File: src/rtl/pipe_pkg.sv
// Shared definitions for the pipeline-stage skid register.
// Default widths, control-bit positions and the stage entry record.
package pipe_pkg;

  localparam int DATA_W_DEF = 64;
  localparam int CTRL_W_DEF = 2;
  localparam int RD_W_DEF   = 5;

  // Bit positions inside the control bus
  localparam int CTRL_REGWRITE = 0;
  localparam int CTRL_MEMTOREG = 1;

  // One stage entry at the default widths
  typedef struct packed {
    logic                  vld;
    logic [DATA_W_DEF-1:0] data;
    logic [CTRL_W_DEF-1:0] ctrl;
    logic [RD_W_DEF-1:0]   rd;
  } stage_entry_t;

endpackage

File: src/rtl/pipe_slot.sv
// One storage slot of the skid stage: clear / hold / load register.
// Clear has priority over load; asynchronous active-high reset.
module pipe_slot
  import pipe_pkg::*;
#(
  parameter type entry_t = stage_entry_t
) (
  input  logic   clk_i,
  input  logic   rst_i,
  input  logic   i_clr,
  input  logic   i_load,
  input  entry_t i_d,
  output entry_t o_q
);

  entry_t r_q;

  // Slot register: reset/clear empties the slot, load captures a new entry
  always_ff @(posedge clk_i or posedge rst_i) begin
    if (rst_i) begin
      r_q <= '0;
    end else if (i_clr) begin
      r_q <= '0;
    end else if (i_load) begin
      r_q <= i_d;
    end else begin
      r_q <= r_q;
    end
  end

  assign o_q = r_q;

endmodule

File: src/rtl/pipe_stage_skid.sv
// Pipeline-stage register with valid/ready handshake and a 2-entry skid
// buffer (head slot H drives the outputs, skid slot S absorbs one entry
// under back-pressure). Priority per clock: flush > stall > normal.
// Optional back-pressure counter enabled by defining PIPE_STAGE_PERF_EN.
module pipe_stage_skid
  import pipe_pkg::*;
#(
  parameter int DATA_W = DATA_W_DEF,
  parameter int CTRL_W = CTRL_W_DEF,
  parameter int RD_W   = RD_W_DEF
) (
  input  logic              clk_i,
  input  logic              rst_i,
  input  logic              flush_i,
  input  logic              stall_i,
  input  logic              valid_i,
  output logic              ready_o,
  input  logic [DATA_W-1:0] data_i,
  input  logic [CTRL_W-1:0] ctrl_i,
  input  logic [RD_W-1:0]   rd_i,
  output logic              valid_o,
  input  logic              ready_i,
  output logic [DATA_W-1:0] data_o,
  output logic [CTRL_W-1:0] ctrl_o,
  output logic [RD_W-1:0]   rd_o
`ifdef PIPE_STAGE_PERF_EN
  ,
  output logic [31:0]       bp_cnt_o
`endif
);

  typedef struct packed {
    logic              vld;
    logic [DATA_W-1:0] data;
    logic [CTRL_W-1:0] ctrl;
    logic [RD_W-1:0]   rd;
  } entry_t;

  entry_t w_h;
  entry_t w_s;
  entry_t w_in;
  entry_t w_h_d;
  entry_t w_s_d;
  logic   w_h_clr;
  logic   w_h_load;
  logic   w_s_clr;
  logic   w_s_load;
  logic   w_accept;
  logic   w_release;

  assign w_in = '{vld: 1'b1, data: data_i, ctrl: ctrl_i, rd: rd_i};

  // Handshake: ready never looks at ready_i, so there is no comb path through the stage
  assign ready_o   = ~w_s.vld & ~stall_i & ~flush_i;
  assign valid_o   = w_h.vld & ~stall_i & ~flush_i;
  assign w_accept  = valid_i & ready_o;
  assign w_release = valid_o & ready_i;

  // Bubble zeroing: payload is forced to zero whenever no entry is offered
  assign data_o = valid_o ? w_h.data : {DATA_W{1'b0}};
  assign ctrl_o = valid_o ? w_h.ctrl : {CTRL_W{1'b0}};
  assign rd_o   = valid_o ? w_h.rd   : {RD_W{1'b0}};

  // Slot update control: flush empties both, stall holds, otherwise move by (release, accept)
  always_comb begin
    w_h_clr  = 1'b0;
    w_h_load = 1'b0;
    w_h_d    = w_h;
    w_s_clr  = 1'b0;
    w_s_load = 1'b0;
    w_s_d    = w_s;
    if (flush_i) begin
      w_h_clr = 1'b1;
      w_s_clr = 1'b1;
    end else if (stall_i) begin
      w_h_load = 1'b0;
    end else begin
      case ({w_release, w_accept})
        2'b01: begin
          if (!w_h.vld) begin
            w_h_load = 1'b1;
            w_h_d    = w_in;
          end else begin
            w_s_load = 1'b1;
            w_s_d    = w_in;
          end
        end
        2'b10: begin
          // Skid entry (possibly empty) moves up to head
          w_h_load = 1'b1;
          w_h_d    = w_s;
          w_s_clr  = 1'b1;
        end
        2'b11: begin
          if (!w_s.vld) begin
            w_h_load = 1'b1;
            w_h_d    = w_in;
          end else begin
            w_h_load = 1'b1;
            w_h_d    = w_s;
            w_s_load = 1'b1;
            w_s_d    = w_in;
          end
        end
        default: begin
          w_h_load = 1'b0;
        end
      endcase
    end
  end

  pipe_slot #(.entry_t(entry_t)) u_head (
    .clk_i  (clk_i),
    .rst_i  (rst_i),
    .i_clr  (w_h_clr),
    .i_load (w_h_load),
    .i_d    (w_h_d),
    .o_q    (w_h)
  );

  pipe_slot #(.entry_t(entry_t)) u_skid (
    .clk_i  (clk_i),
    .rst_i  (rst_i),
    .i_clr  (w_s_clr),
    .i_load (w_s_load),
    .i_d    (w_s_d),
    .o_q    (w_s)
  );

`ifdef PIPE_STAGE_PERF_EN
  logic [31:0] r_bp_cnt;

  // Back-pressure counter: head held by downstream while not stalled; saturating, flush-immune
  always_ff @(posedge clk_i or posedge rst_i) begin
    if (rst_i) begin
      r_bp_cnt <= 32'd0;
    end else if (w_h.vld && !ready_i && !stall_i && (r_bp_cnt != 32'hFFFF_FFFF)) begin
      r_bp_cnt <= r_bp_cnt + 32'd1;
    end else begin
      r_bp_cnt <= r_bp_cnt;
    end
  end

  assign bp_cnt_o = r_bp_cnt;
`endif

endmodule
File: config.mk
export PLATFORM = sky130hd
export DESIGN_NAME = pipe_stage_skid
export DESIGN_NICKNAME = d
export VERILOG_FILES = /design/src/rtl/pipe_pkg.sv /design/src/rtl/pipe_slot.sv /design/src/rtl/pipe_stage_skid.sv
export SDC_FILE = /design/constraint.sdc
export NUM_CORES = 1
export LEC_CHECK = 0
export CAP_MARGIN = 10
export CELL_PAD_IN_SITES_DETAIL_PLACEMENT = 0
export CELL_PAD_IN_SITES_GLOBAL_PLACEMENT = 1
export CORE_ASPECT_RATIO = 1.25
export CORE_MARGIN = 10
export CORE_UTILIZATION = 25
export DETAILED_ROUTE_END_ITERATION = 8
export PLACE_DENSITY_LB_ADDON = 0.1
export SYNTH_ARGS = -nofsm -noshare
export SYNTH_HDL_FRONTEND = slang
export SYNTH_SLANG_ARGS = --single-unit
File: constraint.sdc
create_clock -name clk_i -period 5.44 [get_ports clk_i]
set_input_delay 0.544 -clock clk_i [delete_from_list [all_inputs] [get_ports clk_i]]
set_output_delay 0.544 -clock clk_i [all_outputs]
set_load 0.005 [all_outputs]
Word level (Yosys, flattened, before mapping)
Cells that the tools add are included.
{"block": "word_totals", "out_inout_bits": 73, "ff_bits": 144, "word_cells": 66}
{"block": "op_classes", "n_mux": 30, "eq_ne": 10, "bitwise": 9, "n_reduce_logical": 9}
{"operator": "$mux 72", "n": 10}
{"operator": "$pmux 72 s3", "n": 1}
{"operator": "$pmux 72 s2", "n": 1}
{"operator": "$mux 71", "n": 2}
{"operator": "$mux 64", "n": 1}
{"operator": "$mux 1", "n": 11}
{"operator": "$reduce_and 5->1", "n": 2}
{"operator": "$ne 2x1->1 const B", "n": 4}
{"operator": "$and 1x1->1", "n": 6}
{"operator": "$ne 3x1->1 const B", "n": 2}
{"operator": "$reduce_and 6->1", "n": 1}
{"operator": "$mux 5", "n": 1}
{"operator": "$eq 2x2->1 const B", "n": 2}
{"operator": "$pmux 1 s2", "n": 2}
{"operator": "$reduce_and 4->1", "n": 1}
{"operator": "$reduce_bool 2->1", "n": 2}
{"operator": "$reduce_bool 4->1", "n": 1}
{"operator": "$ne 3x2->1 const B", "n": 1}
{"operator": "$not 1->1", "n": 3}
{"operator": "$reduce_bool 3->1", "n": 1}
{"operator": "$eq 2x1->1 const B", "n": 1}
{"operator": "$mux 2", "n": 1}
{"operator": "$reduce_or 2->1", "n": 1}

Logic depth before layout (Yosys ltp)
{"block": "logic_depth", "word_depth": 11, "depth_mapped": 7}

By module
A second synthesis with hierarchy kept.
{"block": "hier_totals", "hier_cells": 1109, "hier_area_um2": 10090.9}
{"mod": "pipe_slot", "seq_area_each_um2": 1801.7, "area_each_um2": 2944.1, "cells_per_inst": 233, "instances": 2}
{"mod": "pipe_stage_skid", "seq_area_each_um2": 0.0, "area_each_um2": 4202.8, "cells_per_inst": 643, "instances": 1}

Worst setup path before layout
No wires, ideal clock.
{"block": "synth_path", "path_type": "input port to output port", "startpoint": "input flush_i", "endpoint": "output ctrl_o[0]", "setup_slack_ps": 3431, "stages": 4, "t_arrival_ps": 1465, "t_required_ps": 4896, "cell_sequence": "buf_4 nor3b_2 clkbuf_1 and2_1"}
{"block": "synth_between", "elab_chain_len": 3}
{"element": "start, declared", "line": "pipe_stage_skid.sv:14", "text": "input logic flush_i,"}
{"element": "$not 1->1", "line": "pipe_stage_skid.sv:55", "text": "assign valid_o = w_h.vld & ~stall_i & ~flush_i;"}
{"element": "$and 1x1->1", "line": "pipe_stage_skid.sv:55"}
{"element": "named net valid_o", "line": "pipe_stage_skid.sv:21", "text": "output logic valid_o,"}
{"element": "$mux 2", "line": "pipe_stage_skid.sv:61", "text": "assign ctrl_o = valid_o ? w_h.ctrl : {CTRL_W{1'b0}};"}
{"element": "end, declared", "line": "pipe_stage_skid.sv:24", "text": "output logic [CTRL_W-1:0] ctrl_o,"}
The timed path passes the listed nets, and every way through them passes these cells.

Final worst setup path
{"block": "layout_path", "startpoint": "input flush_i", "endpoint": "output data_o[16]"}
{"block": "layout_between", "elab_chain_len": 3}
{"element": "$not 1->1", "line": "pipe_stage_skid.sv:55"}
{"element": "$and 1x1->1", "line": "pipe_stage_skid.sv:55"}
{"element": "$mux 64", "line": "pipe_stage_skid.sv:60", "text": "assign data_o = valid_o ? w_h.data : {DATA_W{1'b0}};"}
{"element": "end, declared", "line": "pipe_stage_skid.sv:23", "text": "output logic [DATA_W-1:0] data_o,"}
Every way passes these cells.

==> impl_results.md <==
- Die height: 210 um
- IO buf count: 149
- Final WS setup: 1.87 ns
- DRC violations left: 0
- HPWL after DPL: 14.3 mm
- Core ar.: 0.0284 sq mm
- Dominant cell type by area after synthesis: dfrtp_1
- Largest net degree at the start of global routing: 108
- PostCTS Resize Cnt: 0
- GRT Util Overall: 12.8%
- Crit start category: input port
- Nets: 919
- Final Setup Violations: 0
- CTS Sinks: 144
- Die X: 172 um
- Place WS: 1.83 ns
- Power Total: 0.00275 W
- First-pass GRT wire length: 35.7 mm
- N_diodes: 0
- Worst-Skew Late Latency: 0.42 ns
- CTS Buf Count: 17
- Tcrit/Tclk final: 65.7%
- Critical Path End Type: output pin
- Pleak: 3.86 nW
- Fin. Hold Viols: 0
- Post-route setup TNS: 0 ns
- Final Wtd Congestion: 0.704
- Dominant cells by area after synthesis: dfrtp_1, mux2i_1, nand2_1, and2_1, o221ai_1
- Syn Std Cell Area: 0.00719 sq mm
- Synth top cells by count: dfrtp_1, nand2_1, mux2i_1
- CTS clk-pin slew, worst paths: 0.06 ns
- Post-Synthesis Cells: 722
- Crit path kind: input port to output pin
- Crit path cell chain: clkdlybuf4s50_1 -> nor3b_4 -> buf_4 -> and2_1 -> clkdlybuf4s50_1
- Vias per cell: 4.66
- Layout cells sized above 1: 6.67%
- Post-synth ARST share: 100%
- Synth unique cells: 34
- Worst Path Required: 4.90 ns
- Initial DRC count: 348
- Max-slew violation count: 0
- Drt pass-1 iters: 5
- Final Critical Period: 3.57 ns
- Area grow syn2layout: 32.2%
- Number of global-route vias before repair: 6,091
- Total gr overflow: 0
- Fmax: 0.280 GHz
- Unrepaired setup endpoints after global routing: no
- Synthesized Nets: 799
- Die area: 0.0360 sq mm
- CTS tree: built
- Crit-path slowest cell: nor3b_4
- Rows: 69
- Slew HR: 31.0%
- Hold Crit Class: register to register
- Clock Tree Buf Depth: 2
- Seq/Total Area, Yosys: 50.1%
- Post-synth EDFFs: 0
- IO Pins: 150
- Critical path arrival: 3.03 ns
- Max_cap viols: 0
- Power Dens Cells: 289 mW/mm^2
- Synth Warn #: 0
- CP peak stage delay: 0.75 ns
- ANT nets after route: 0
- H-tree levels: 4
- Root Driver: clkbuf_16
- WL final: 22.5 mm
- Worst Skew: 0.00591 ns
- Initial core utilization: 25.3%
- Most frequent cell after synthesis: dfrtp_1
- Syn Area/Cell: 9.96 sq um
- Most frequent CP cell: clkdlybuf4s50_1
- Post-CTS setup buffer count: 0
- Peak VDD IR: 0.199 mV
- Flops & latches, synth: 144
- Hold buffer count at CTS: 0
- CP Max Fanout: 24
- Initial antenna violation count: 1
- Worst Tran Pin Value: 1.04 ns
- Wire per inst: 18.6 um
- Outcome: finished, final reports clean
- Vias: 5,639
- Yosys top cell area share: 50.1%
- Synth Flop Type: dfrtp_1
==> final timing paths <==
kind,start,endpoint,slack (ns),cells after the start
min,u_head.o_q[30]$_DFFE_PP0P_,u_head.o_q[30]$_DFFE_PP0P_,0.49,2
max reg2reg,u_head.o_q[71]$_DFFE_PP0P_,u_skid.o_q[58]$_DFFE_PP0P_,3.03,5
max,flush_i,data_o[16],1.87,5
min in group asynchronous,rst_i,u_head.o_q[22]$_DFFE_PP0P_,0.75,2
min reg2reg,u_head.o_q[30]$_DFFE_PP0P_,u_head.o_q[30]$_DFFE_PP0P_,0.49,2
max in group asynchronous,rst_i,u_head.o_q[58]$_DFFE_PP0P_,3.53,3
==> cells in the final DEF (no fill, tap or decap), drive strengths merged <==
master           n
clkdlybuf4s50  149
dfrtp          144
nand2          143
mux2i          106
nor2            75
and2            71
o221ai          36
nand3           35
o21ai           35
clkbuf          18
buf             13
bufinv           6
clkinvlp         4
clkinv           4
nor3b            2
inv              2
a211oi           2
and3b            1
nor2b            1
xnor2            1
or2b             1
nand3b           1
nand2b           1
or3b             1
a211o            1
nor3             1
o211a            1
==> per-stage QoR <==
stage          std cells  instance area, sq um  hold slack [ns]  util, %
3_3_place_gp        1177                  8800            0.467     31.0
3_5_place_dp        1178                  8830            0.478     31.1
4_1_cts             1210                  9510            0.493     33.5
2_1_floorplan        722                  7190            0.458        -
6_report            1210                  9510            0.486     33.5
5_1_grt             1210                  9510            0.516     33.5
==> critical path, delay by kind of cell <==
kind	cells	cell delay (ns)
buffers and inverters	3	1.55
AND/OR/NAND/NOR	2	0.92
==> registers in the layout, summed over array words and instances, names as in the netlist <==
register    flops
u_skid.o_q     72
u_head.o_q     72
==> cell families after synthesis <==
| logic type | after synthesis | synth area share [%] |
|---|---|---|
| buffers and inverters | 63 | 6.25 |
| AOI/OAI and AO/OA | 75 | 7.53 |
| and+or+nand+nor | 333 | 21.2 |
| xor gates and xnor gates | 1 | 0.122 |
| DFF | 144 | 50.1 |
| muxes | 106 | 14.8 |
==> report_power, final <==
part / internal, W / switching [W]
combinational: 0.000110 / 0.000148
sequential: 0.00111 / 0.0000207
clock: 0.000872 / 0.000486
==> final cells by class <==
type | instances | area (sq um)
clock buffers | 18 | 439
clock inverters | 14 | 238
fillers | 2918 | 18900
inverters | 2 | 15.0
multi-input cells | 515 | 3160
flip-flops and latches | 144 | 3600
well taps | 355 | 444
repair buffers | 162 | 1610
==> layer usage <==
metal / vias up / wire, um / track usage [%]
li1: 2673 / - / -
met1: 2797 / 10100 / 16.0
met2: 143 / 10800 / 20.7
met3: 24 / 1290 / 3.53
met4: 2 / 317 / 3.94
met5: - / 8 / 0
(Power assumes the default switching activity.)
